`src/rtl/weight_row_mac_ctrl_if.sv`:
```
// Weight BRAM port, input-buffer port and loader handshake shared between
// weight_row_mac_ctrl (master) and the memories/loader around it (slave).
interface weight_row_mac_ctrl_if #(
  parameter int AW = 5,
  parameter int DW = 16
);
  logic [AW-1:0] bram_addr;
  logic          bram_en;
  logic          bram_we;
  logic [DW-1:0] bram_di;
  logic [DW-1:0] w_data;
  logic [AW-1:0] x_addr;
  logic [DW-1:0] x_data;
  logic          ld_valid;
  logic          ld_ready;
  logic [AW-1:0] ld_addr;
  logic [DW-1:0] ld_data;

  modport master (
    output bram_addr, bram_en, bram_we, bram_di, x_addr, ld_ready,
    input  w_data, x_data, ld_valid, ld_addr, ld_data
  );

  modport slave (
    input  bram_addr, bram_en, bram_we, bram_di, x_addr, ld_ready,
    output w_data, x_data, ld_valid, ld_addr, ld_data
  );
endinterface

```
`src/rtl/weight_row_mac_ctrl.sv`:
```
// Weight-row sequencer and BRAM port arbiter: Q8.8 dot product of one weight row with
// the input buffer. Define WEIGHT_LOAD_EN to enable the loader write port.
module weight_row_mac_ctrl #(
  parameter int DEPTH = 28,
  parameter int AW    = 5,
  parameter int DW    = 16,
  parameter int ACC_W = 40
) (
  input  logic          clk,
  input  logic          rst,
  input  logic          start_i,
  output logic          busy_o,
  output logic          done_o,
  output logic [DW-1:0] result_o,
  output logic          result_sat_o,
  weight_row_mac_ctrl_if.master bus
);

  typedef enum logic [1:0] {S_IDLE, S_RUN, S_DRAIN, S_OUT} state_t;

  localparam logic [AW-1:0] LAST_ADDR = AW'(DEPTH - 1);
  localparam logic signed [ACC_W-1:0] SAT_MAX = {{(ACC_W-DW+1){1'b0}}, {(DW-1){1'b1}}};
  localparam logic signed [ACC_W-1:0] SAT_MIN = {{(ACC_W-DW+1){1'b1}}, {(DW-1){1'b0}}};

  state_t                   state_q, state_d;
  logic [AW-1:0]            addr_q, addr_d;
  logic                     en_q, en_d;
  logic                     we_q, we_d;
  logic [DW-1:0]            di_q, di_d;
  logic                     drain_q, drain_d;
  logic                     done_q;
  logic [DW-1:0]            result_q;
  logic                     sat_q;
  logic signed [ACC_W-1:0]  acc_q;
  logic                     vld_p0, vld_p1;
  logic signed [DW-1:0]     w_p0, x_p0;
  logic signed [2*DW-1:0]   prod_p1;
  logic                     ld_accept;
  logic [DW:0]              sat_res;

  // Arithmetic shift back to Q8.8, clipping to the signed DW-bit range; MSB flags a clip.
  function automatic logic [DW:0] sat_q88(input logic signed [ACC_W-1:0] a);
    logic signed [ACC_W-1:0] s;
    s = a >>> 8;
    if (s > SAT_MAX)      return {1'b1, SAT_MAX[DW-1:0]};
    else if (s < SAT_MIN) return {1'b1, SAT_MIN[DW-1:0]};
    else                  return {1'b0, s[DW-1:0]};
  endfunction

`ifdef WEIGHT_LOAD_EN
  assign bus.ld_ready = (state_q == S_IDLE) && !start_i;
  assign ld_accept    = bus.ld_valid && bus.ld_ready && (32'(bus.ld_addr) < DEPTH);
`else
  logic unused_ld;
  assign unused_ld    = ^{bus.ld_valid, bus.ld_addr, bus.ld_data};
  assign bus.ld_ready = 1'b0;
  assign ld_accept    = 1'b0;
`endif

  always_comb begin
    state_d = state_q;
    addr_d  = addr_q;
    en_d    = 1'b0;
    we_d    = 1'b0;
    di_d    = di_q;
    drain_d = drain_q;
    unique case (state_q)
      S_IDLE: begin
        if (start_i) begin
          state_d = S_RUN;
          addr_d  = '0;
          en_d    = 1'b1;
        end else if (ld_accept) begin
          addr_d = bus.ld_addr;
          en_d   = 1'b1;
          we_d   = 1'b1;
          di_d   = bus.ld_data;
        end
      end
      S_RUN: begin
        if (addr_q == LAST_ADDR) begin
          state_d = S_DRAIN;
          drain_d = 1'b0;
        end else begin
          addr_d = addr_q + 1'b1;
          en_d   = 1'b1;
        end
      end
      S_DRAIN: begin
        drain_d = 1'b1;
        if (drain_q) state_d = S_OUT;
      end
      S_OUT:   state_d = S_IDLE;
      default: state_d = S_IDLE;
    endcase
  end

  assign sat_res = sat_q88(acc_q);

  always_ff @(posedge clk or posedge rst) begin
    if (rst) begin
      state_q  <= S_IDLE;
      addr_q   <= '0;
      en_q     <= 1'b0;
      we_q     <= 1'b0;
      di_q     <= '0;
      drain_q  <= 1'b0;
      done_q   <= 1'b0;
      result_q <= '0;
      sat_q    <= 1'b0;
      acc_q    <= '0;
      vld_p0   <= 1'b0;
      vld_p1   <= 1'b0;
    end else begin
      state_q <= state_d;
      addr_q  <= addr_d;
      en_q    <= en_d;
      we_q    <= we_d;
      di_q    <= di_d;
      drain_q <= drain_d;
      done_q  <= (state_q == S_OUT);
      // p0: read data captured the cycle after its address was driven
      vld_p0  <= en_q && !we_q;
      // p1: product registered
      vld_p1  <= vld_p0;
      // p2: accumulate, or emit result and clear in OUT
      if (state_q == S_OUT) begin
        result_q <= sat_res[DW-1:0];
        sat_q    <= sat_res[DW];
        acc_q    <= '0;
      end else if (vld_p1) begin
        acc_q <= acc_q + {{(ACC_W-2*DW){prod_p1[2*DW-1]}}, prod_p1};
      end
    end
  end

  // Datapath registers carry no reset; the vld_pN flags qualify them.
  always_ff @(posedge clk) begin
    w_p0    <= bus.w_data;
    x_p0    <= bus.x_data;
    prod_p1 <= w_p0 * x_p0;
  end

  assign busy_o        = (state_q != S_IDLE);
  assign done_o        = done_q;
  assign result_o      = result_q;
  assign result_sat_o  = sat_q;
  assign bus.bram_addr = addr_q;
  assign bus.x_addr    = addr_q;
  assign bus.bram_en   = en_q;
`ifdef WEIGHT_LOAD_EN
  assign bus.bram_we   = we_q;
  assign bus.bram_di   = di_q;
`else
  logic unused_wr;
  assign unused_wr     = ^{we_q, di_q};
  assign bus.bram_we   = 1'b0;
  assign bus.bram_di   = '0;
`endif

endmodule
```
`src/flat_wrapper.sv`:
```
// flat-port wrapper written by rule: the top's interface ports become plain ports
module weight_row_mac_ctrl_flat 
#(
  parameter int DEPTH = 28,
  parameter int AW    = 5,
  parameter int DW    = 16,
  parameter int ACC_W = 40
)
  (clk, rst, start_i, busy_o, done_o, result_o, result_sat_o, bus_bram_addr, bus_bram_en, bus_bram_we, bus_bram_di, bus_x_addr, bus_ld_ready, bus_w_data, bus_x_data, bus_ld_valid, bus_ld_addr, bus_ld_data);
  weight_row_mac_ctrl_if #(.AW(AW), .DW(DW)) bus_i ();
  input  logic clk;
  input  logic rst;
  input  logic start_i;
  output logic busy_o;
  output logic done_o;
  output logic [DW-1:0] result_o;
  output logic result_sat_o;
  output wire logic [$bits(bus_i.bram_addr)-1:0] bus_bram_addr;
  output wire logic [$bits(bus_i.bram_en)-1:0] bus_bram_en;
  output wire logic [$bits(bus_i.bram_we)-1:0] bus_bram_we;
  output wire logic [$bits(bus_i.bram_di)-1:0] bus_bram_di;
  output wire logic [$bits(bus_i.x_addr)-1:0] bus_x_addr;
  output wire logic [$bits(bus_i.ld_ready)-1:0] bus_ld_ready;
  input wire logic [$bits(bus_i.w_data)-1:0] bus_w_data;
  input wire logic [$bits(bus_i.x_data)-1:0] bus_x_data;
  input wire logic [$bits(bus_i.ld_valid)-1:0] bus_ld_valid;
  input wire logic [$bits(bus_i.ld_addr)-1:0] bus_ld_addr;
  input wire logic [$bits(bus_i.ld_data)-1:0] bus_ld_data;
  assign bus_bram_addr = bus_i.bram_addr;
  assign bus_bram_en = bus_i.bram_en;
  assign bus_bram_we = bus_i.bram_we;
  assign bus_bram_di = bus_i.bram_di;
  assign bus_x_addr = bus_i.x_addr;
  assign bus_ld_ready = bus_i.ld_ready;
  assign bus_i.w_data = bus_w_data;
  assign bus_i.x_data = bus_x_data;
  assign bus_i.ld_valid = bus_ld_valid;
  assign bus_i.ld_addr = bus_ld_addr;
  assign bus_i.ld_data = bus_ld_data;
  weight_row_mac_ctrl #(.DEPTH(DEPTH), .AW(AW), .DW(DW), .ACC_W(ACC_W)) u_core (.clk(clk), .rst(rst), .start_i(start_i), .busy_o(busy_o), .done_o(done_o), .result_o(result_o), .result_sat_o(result_sat_o), .bus(bus_i));
endmodule
```
`config.mk`:
```
export PLATFORM = sky130hd
export DESIGN_NAME = weight_row_mac_ctrl_flat
export DESIGN_NICKNAME = d
export VERILOG_FILES = /design/src/rtl/weight_row_mac_ctrl_if.sv /design/src/rtl/weight_row_mac_ctrl.sv /design/src/flat_wrapper.sv
export SDC_FILE = /design/constraint.sdc
export NUM_CORES = 1
export LEC_CHECK = 0
export ABC_AREA = 1
export CAP_MARGIN = 10
export CORE_MARGIN = 2
export CORE_UTILIZATION = 55
export DETAILED_ROUTE_END_ITERATION = 6
export PLACE_DENSITY_LB_ADDON = 0.15
export SLEW_MARGIN = 5
export SYNTH_ARGS = -nofsm -noshare
export SYNTH_HDL_FRONTEND = slang
export SYNTH_SLANG_ARGS = --single-unit
```
`constraint.sdc`:
```
create_clock -name clk -period 13.5 [get_ports clk]
set_input_delay 2.7 -clock clk [delete_from_list [all_inputs] [get_ports clk]]
set_output_delay 2.7 -clock clk [all_outputs]
set_load 0.01 [all_outputs]
```
After elaboration in Yosys (flattened, before gate mapping) --
Cells that the tools add are included.
Word-level totals: register bits 133, latch bits 0, bits in writable memories 0, bits in read-only memories 0, input bits 57, output and inout port bits 48, word-level logic and storage cells 50, memories 0
Operators by class: $add $sub $neg 2, $mul 1, divide/modulo/power cells 0, magnitude comparators 2, equal/unequal tests 8, shift-type cells 0, multiplexer cells 16, bitwise operators 0, reductions and logical operators 8
Operator list (number):
- $mux 40 | 2
- $add 40x40->40 | 1
- $mux 17 | 2
- $gt 32x16->1 const B | 1
- $lt 32x16->1 const B | 1
- $mul 16x16->32 | 1
- $mux 5 | 2
- $pmux 5 s2 | 1
- $pmux 2 s4 | 1
- $reduce_bool 2->1 | 4
- $mux 2 | 3
- $reduce_and 3->1 | 2
- $add 5x1->5 const B | 1
- $eq 5x5->1 const B | 1
- $eq 2x2->1 const B | 2
- $ne 2x1->1 const B | 2
- $ne 2x2->1 const B | 2
- $pmux 1 s2 | 2
- $mux 1 | 3
- $eq 2x1->1 const B | 1
- $logic_not 2->1 | 1
- $reduce_and 2->1 | 1

Longest topological paths before layout --
depth in word-level cells 3, mapped depth 28, depth with buffers taken out 26

Worst setup path after synthesis --
No wires, ideal clock.
kind register -> register, start reg u_core.x_p0[6], end reg u_core.prod_p1[26], library setup time 0.123 ns, data arrival time 5.597 ns, required time 13.377 ns, path slack 7.780 ns, stages on the path, launching flop included 21, buffers on the path 2, period minus slack after synthesis 5.720 ns, path through dfxtp_1 clkbuf_1 clkbuf_1 nand2_1 fa_1 inv_1 fa_1 inv_1 fa_1 fa_1 inv_1 fa_1 inv_1 fa_1 inv_1 ha_1 a21o_1 nor2_1 a21boi_0 o211ai_2 xor2_1
On the way: longest elaborated chain between the ends 1
RTL lines:
- start: declaration | RTL line weight_row_mac_ctrl.sv:36 | logic signed [DW-1:0] w_p0, x_p0;
- start signal: assignment | RTL line weight_row_mac_ctrl.sv:140 | x_p0 <= bus.x_data;
- $mul 16x16->32 | RTL line weight_row_mac_ctrl.sv:141 | prod_p1 <= w_p0 * x_p0;
- end signal: assignment | RTL line weight_row_mac_ctrl.sv:141
- end: declaration | RTL line weight_row_mac_ctrl.sv:37 | logic signed [2*DW-1:0] prod_p1;
Every way passes these cells. A chain may end at the register's enable or synchronous reset.

Final worst setup path --
start reg u_core.x_p0[4], end reg u_core.prod_p1[23]
The elaborated chain is that of the path after synthesis.

==> flow_metrics.env <==
export IMPL_clkLatencyLatePin_ns=0.46
export IMPL_period_needed_ns=6.46
export IMPL_yosysWarnings=0
export IMPL_post_route_period_util_pct=47.9
export IMPL_cts_resized=0
export IMPL_path_cells="nand2_1, fa_1, inv_1, fa_1, fa_1, fa_1, fa_1, inv_1, fa_1, inv_1, ha_1, a21oi_1, o21ai_0, a21oi_1, nand3_1, xor2_1"
export IMPL_hp_class="reg -> reg"
export IMPL_htreeDepth=4
export IMPL_yosysSeqAreaShare_pct=16.6
export IMPL_grt_first_pass_wirelength_um=75000
export IMPL_rr_endpoint="u_core.prod_p1[23]"
export IMPL_fillers=3086
export IMPL_max_slew_worst_pin_slew_ns=0.920
export IMPL_fp_row_count=66
export IMPL_cts_tree="yes"
export IMPL_ys_seq_elements=133
export IMPL_fp_coreArea_um2=32500
export IMPL_yosysUniqueCellTypes=50
export IMPL_antenna_found_initial=0
export IMPL_whs_endpoint="u_core.vld_p1"
export IMPL_synth_ff_type="dfrtp_1"
export IMPL_dieHeight_um=186
export IMPL_crit_fanout=16
export IMPL_wl_per_cell_um=15.4
export IMPL_crit_family="adder cells"
export IMPL_cp_data_arrival_time_ns=6.81
export IMPL_clock_sinks=133
export IMPL_synth_area_um2=18100
export IMPL_portBuffers=64
export IMPL_root_buffer="clkbuf_16"
export IMPL_numCtsBuffers=17
export IMPL_grt_max_degree=70
export IMPL_drc=0
export IMPL_setup_violations=0
export IMPL_critical_path_class="reg -> reg"
export IMPL_slew_viol_final=0
export IMPL_fin_skew_ns=0.0125
export IMPL_die_w_um=186
export IMPL_hold_violations=0
export IMPL_fmax_mhz=155
export IMPL_via_count=14620
export IMPL_dr_pass1_iters=5
export IMPL_r2r_slack_ns=7.04
export IMPL_hold_start="u_core.vld_p0"
export IMPL_maxCapViolCount=0
export IMPL_crit_path_start_kind="flop"
export IMPL_reg2reg_depth=16
export IMPL_routed_wl_um=44900
export IMPL_dieArea_um2=34400
export IMPL_syn_to_final_growth_pct=7.97
export IMPL_path_buf_inv=3
export IMPL_cpMaxStageDelayCell="fa_1"
export IMPL_rsz0062_at_grt="no"
export IMPL_setup_tns_ns=0
export IMPL_critical_path_top_cell_by_count="fa_1"
export IMPL_overflow=0
export IMPL_clk_pin_slew_worst_paths_ns=0.07
export IMPL_grt_usage_pct=28.2
export IMPL_hold_depth=0
export IMPL_synth_edff_count=0
export IMPL_required_ns=13.84
export IMPL_drt_iter0_markers=825
export IMPL_grt_pass1_vias=15058
export IMPL_initial_utilization_pct=55.8
export IMPL_drive_above_1_share_pct=4.94
export IMPL_async_flop_share_pct=51.9
export IMPL_cpPeakStageDelay_ns=0.94
export IMPL_worst_setup_path_end_kind="flop"
export IMPL_num_io_pins=105
export IMPL_relSlewSlack_pct=38.7
export IMPL_nets=2903
export IMPL_hpwlAfterDp_um=37400
export IMPL_place_congestion=0.928
export IMPL_r2r_start="u_core.x_p0[4]"
export IMPL_vias_per_cell=5.02
export IMPL_antenna_cells=0
export IMPL_cts_setup_buffers=0
export IMPL_clk_path_buf_depth=2
export IMPL_avgSynthCellArea_um2=7.42
export IMPL_synthCells=2443
export IMPL_outcome="completed"
export IMPL_drt_antenna_violating_nets=0
export IMPL_cts_hold_fix_buffers=0
worst max path at each step:
stage	cells after the start	slack, ns	start	to
floorplan	20	7.78	u_core.x_p0[6]	u_core.prod_p1[26]
global placement	16	7.13	u_core.x_p0[4]	u_core.prod_p1[25]
detailed placement	16	7.05	u_core.x_p0[4]	u_core.prod_p1[25]
CTS	16	7.03	u_core.x_p0[4]	u_core.prod_p1[25]
global route	19	6.66	u_core.x_p0[4]	u_core.prod_p1[31]
finish	16	7.04	u_core.x_p0[4]	u_core.prod_p1[23]
worst register-to-register path, stage by stage (launching register included):
cell	delay, ns
dfxtp_1	0.82
nand2_1	0.28
fa_1	0.55
inv_1	0.08
fa_1	0.95
fa_1	0.53
fa_1	0.49
fa_1	0.54
inv_1	0.06
fa_1	0.53
inv_1	0.04
ha_1	0.38
a21oi_1	0.23
o21ai_0	0.14
a21oi_1	0.27
nand3_1	0.15
xor2_1	0.30
cells by family (layout without fill, tap and decap cells):
group | count (synthesis) | after routing | share of synthesized area [%]
buffers and inverters | 718 | 728 | 15.4
adders and majority gates | 389 | 389 | 37.8
xor gates and xnor gates | 42 | 42 | 2.03
AOI/OAI and AO/OA | 145 | 145 | 4.62
other | 1 | 18 | 0.0207
DFF | 133 | 133 | 16.6
and+or+nand+nor | 1015 | 1015 | 23.6
cell usage after synthesis (2+ instances only):
library cell,number,area [um^2]
o21a_1,3,22.5
nor2_4,6,67.6
buf_1,2,7.51
buf_4,25,188
a21oi_2,6,52.6
nor2_1,110,413
clkbuf_1,59,221
xor2_1,20,175
o22ai_1,6,37.5
buf_2,4,20.0
inv_2,11,41.3
nand2_2,18,113
ha_1,126,1580
nor3_1,6,30.0
nand3_2,5,50.1
dfrtp_1,69,1730
dfxtp_1,64,1280
xnor2_1,22,193
nor4_1,6,37.5
nand3b_1,15,113
a21oi_1,62,310
o211ai_2,2,25.0
nand2_1,728,2730
nand3_1,61,305
o21bai_1,5,37.5
inv_1,614,2300
nand4_1,24,150
clkinv_1,3,11.3
nor3_2,3,30.0
or2_2,7,43.8
o21ai_1,10,50.1
nor2_2,21,131
a21o_1,3,22.5
o21ai_0,38,190
fa_1,263,5270
a22o_1,2,17.5
cell type report:
type,count,area [um^2],share of cell area (%)
multi-input combinational,1609,12400,63.3
tap,442,553,2.83
inverter,628,2360,12.0
timing repair buffer,68,671,3.43
clock inverter,14,161,0.825
clock buffer,18,429,2.19
sequential,133,3010,15.4
registers in the layout, indices dropped and copies added (netlist names):
register	count
u_core.bus.bram_addr	5
u_core.drain_q	1
u_core.state_q	2
u_core.result_sat_o	1
u_core.result_o	16
u_core.x_p0	16
u_core.prod_p1	32
u_core.bus.bram_en	1
u_core.acc_q	40
u_core.w_p0	16
u_core.vld_p1	1
u_core.vld_p0	1
u_core.done_o	1
stage by stage:
step | area (um^2) | std cells | util (%) | setup slack, ns | hold slack (ns)
CTS | 19600 | 2912 | 60.3 | 7.03 | 0.355
finish | 19600 | 2912 | 60.3 | 7.04 | 0.352
floorplan | 18200 | 2460 | - | 7.78 | 0.331
global route | 19600 | 2912 | 60.3 | 6.66 | 0.372
global placement | 19000 | 2880 | 58.5 | 7.13 | 0.336
detailed placement | 19000 | 2880 | 58.5 | 7.05 | 0.338
routing by layer:
| layer | part of all wire, % | routed length, um | vias up | GRT usage, % |
|---|---|---|---|---|
| met2 | 49 | 22000 | 326 | 48.5 |
| met5 | 0 | 0 | - | 0 |
| li1 | - | - | 7123 | - |
| met4 | 1.6 | 722 | 0 | 7.24 |
| met3 | 4.5 | 2030 | 50 | 4.23 |
| met1 | 45 | 20100 | 7121 | 37.5 |
layout by cell type, fill, tap and decap left out, drive strengths merged, types with 2 or more instances in the layout:
cell type | netlist | layout
dfrtp | 69 | 69
nand3b | 15 | 15
nor4 | 7 | 7
nand3 | 66 | 66
inv | 625 | 633
clkdlybuf4s50 | 0 | 64
o22ai | 6 | 6
dfxtp | 64 | 64
clkinv | 3 | 7
nor2 | 137 | 137
o21ai | 49 | 49
o211ai | 3 | 3
bufinv | 0 | 2
fa | 263 | 263
or2 | 7 | 7
nand4 | 24 | 24
nand2 | 746 | 746
o21bai | 6 | 6
conb | 1 | 18
clkbuf | 59 | 18
o21a | 3 | 3
a22o | 2 | 2
xor2 | 20 | 20
a21o | 3 | 3
ha | 126 | 126
a21oi | 68 | 68
xnor2 | 22 | 22
nor3 | 10 | 10
buf | 31 | 4
Power is left out: the tool's default activity adds up to more than one toggle a clock period on the data nets, which glitch-free logic cannot reach.
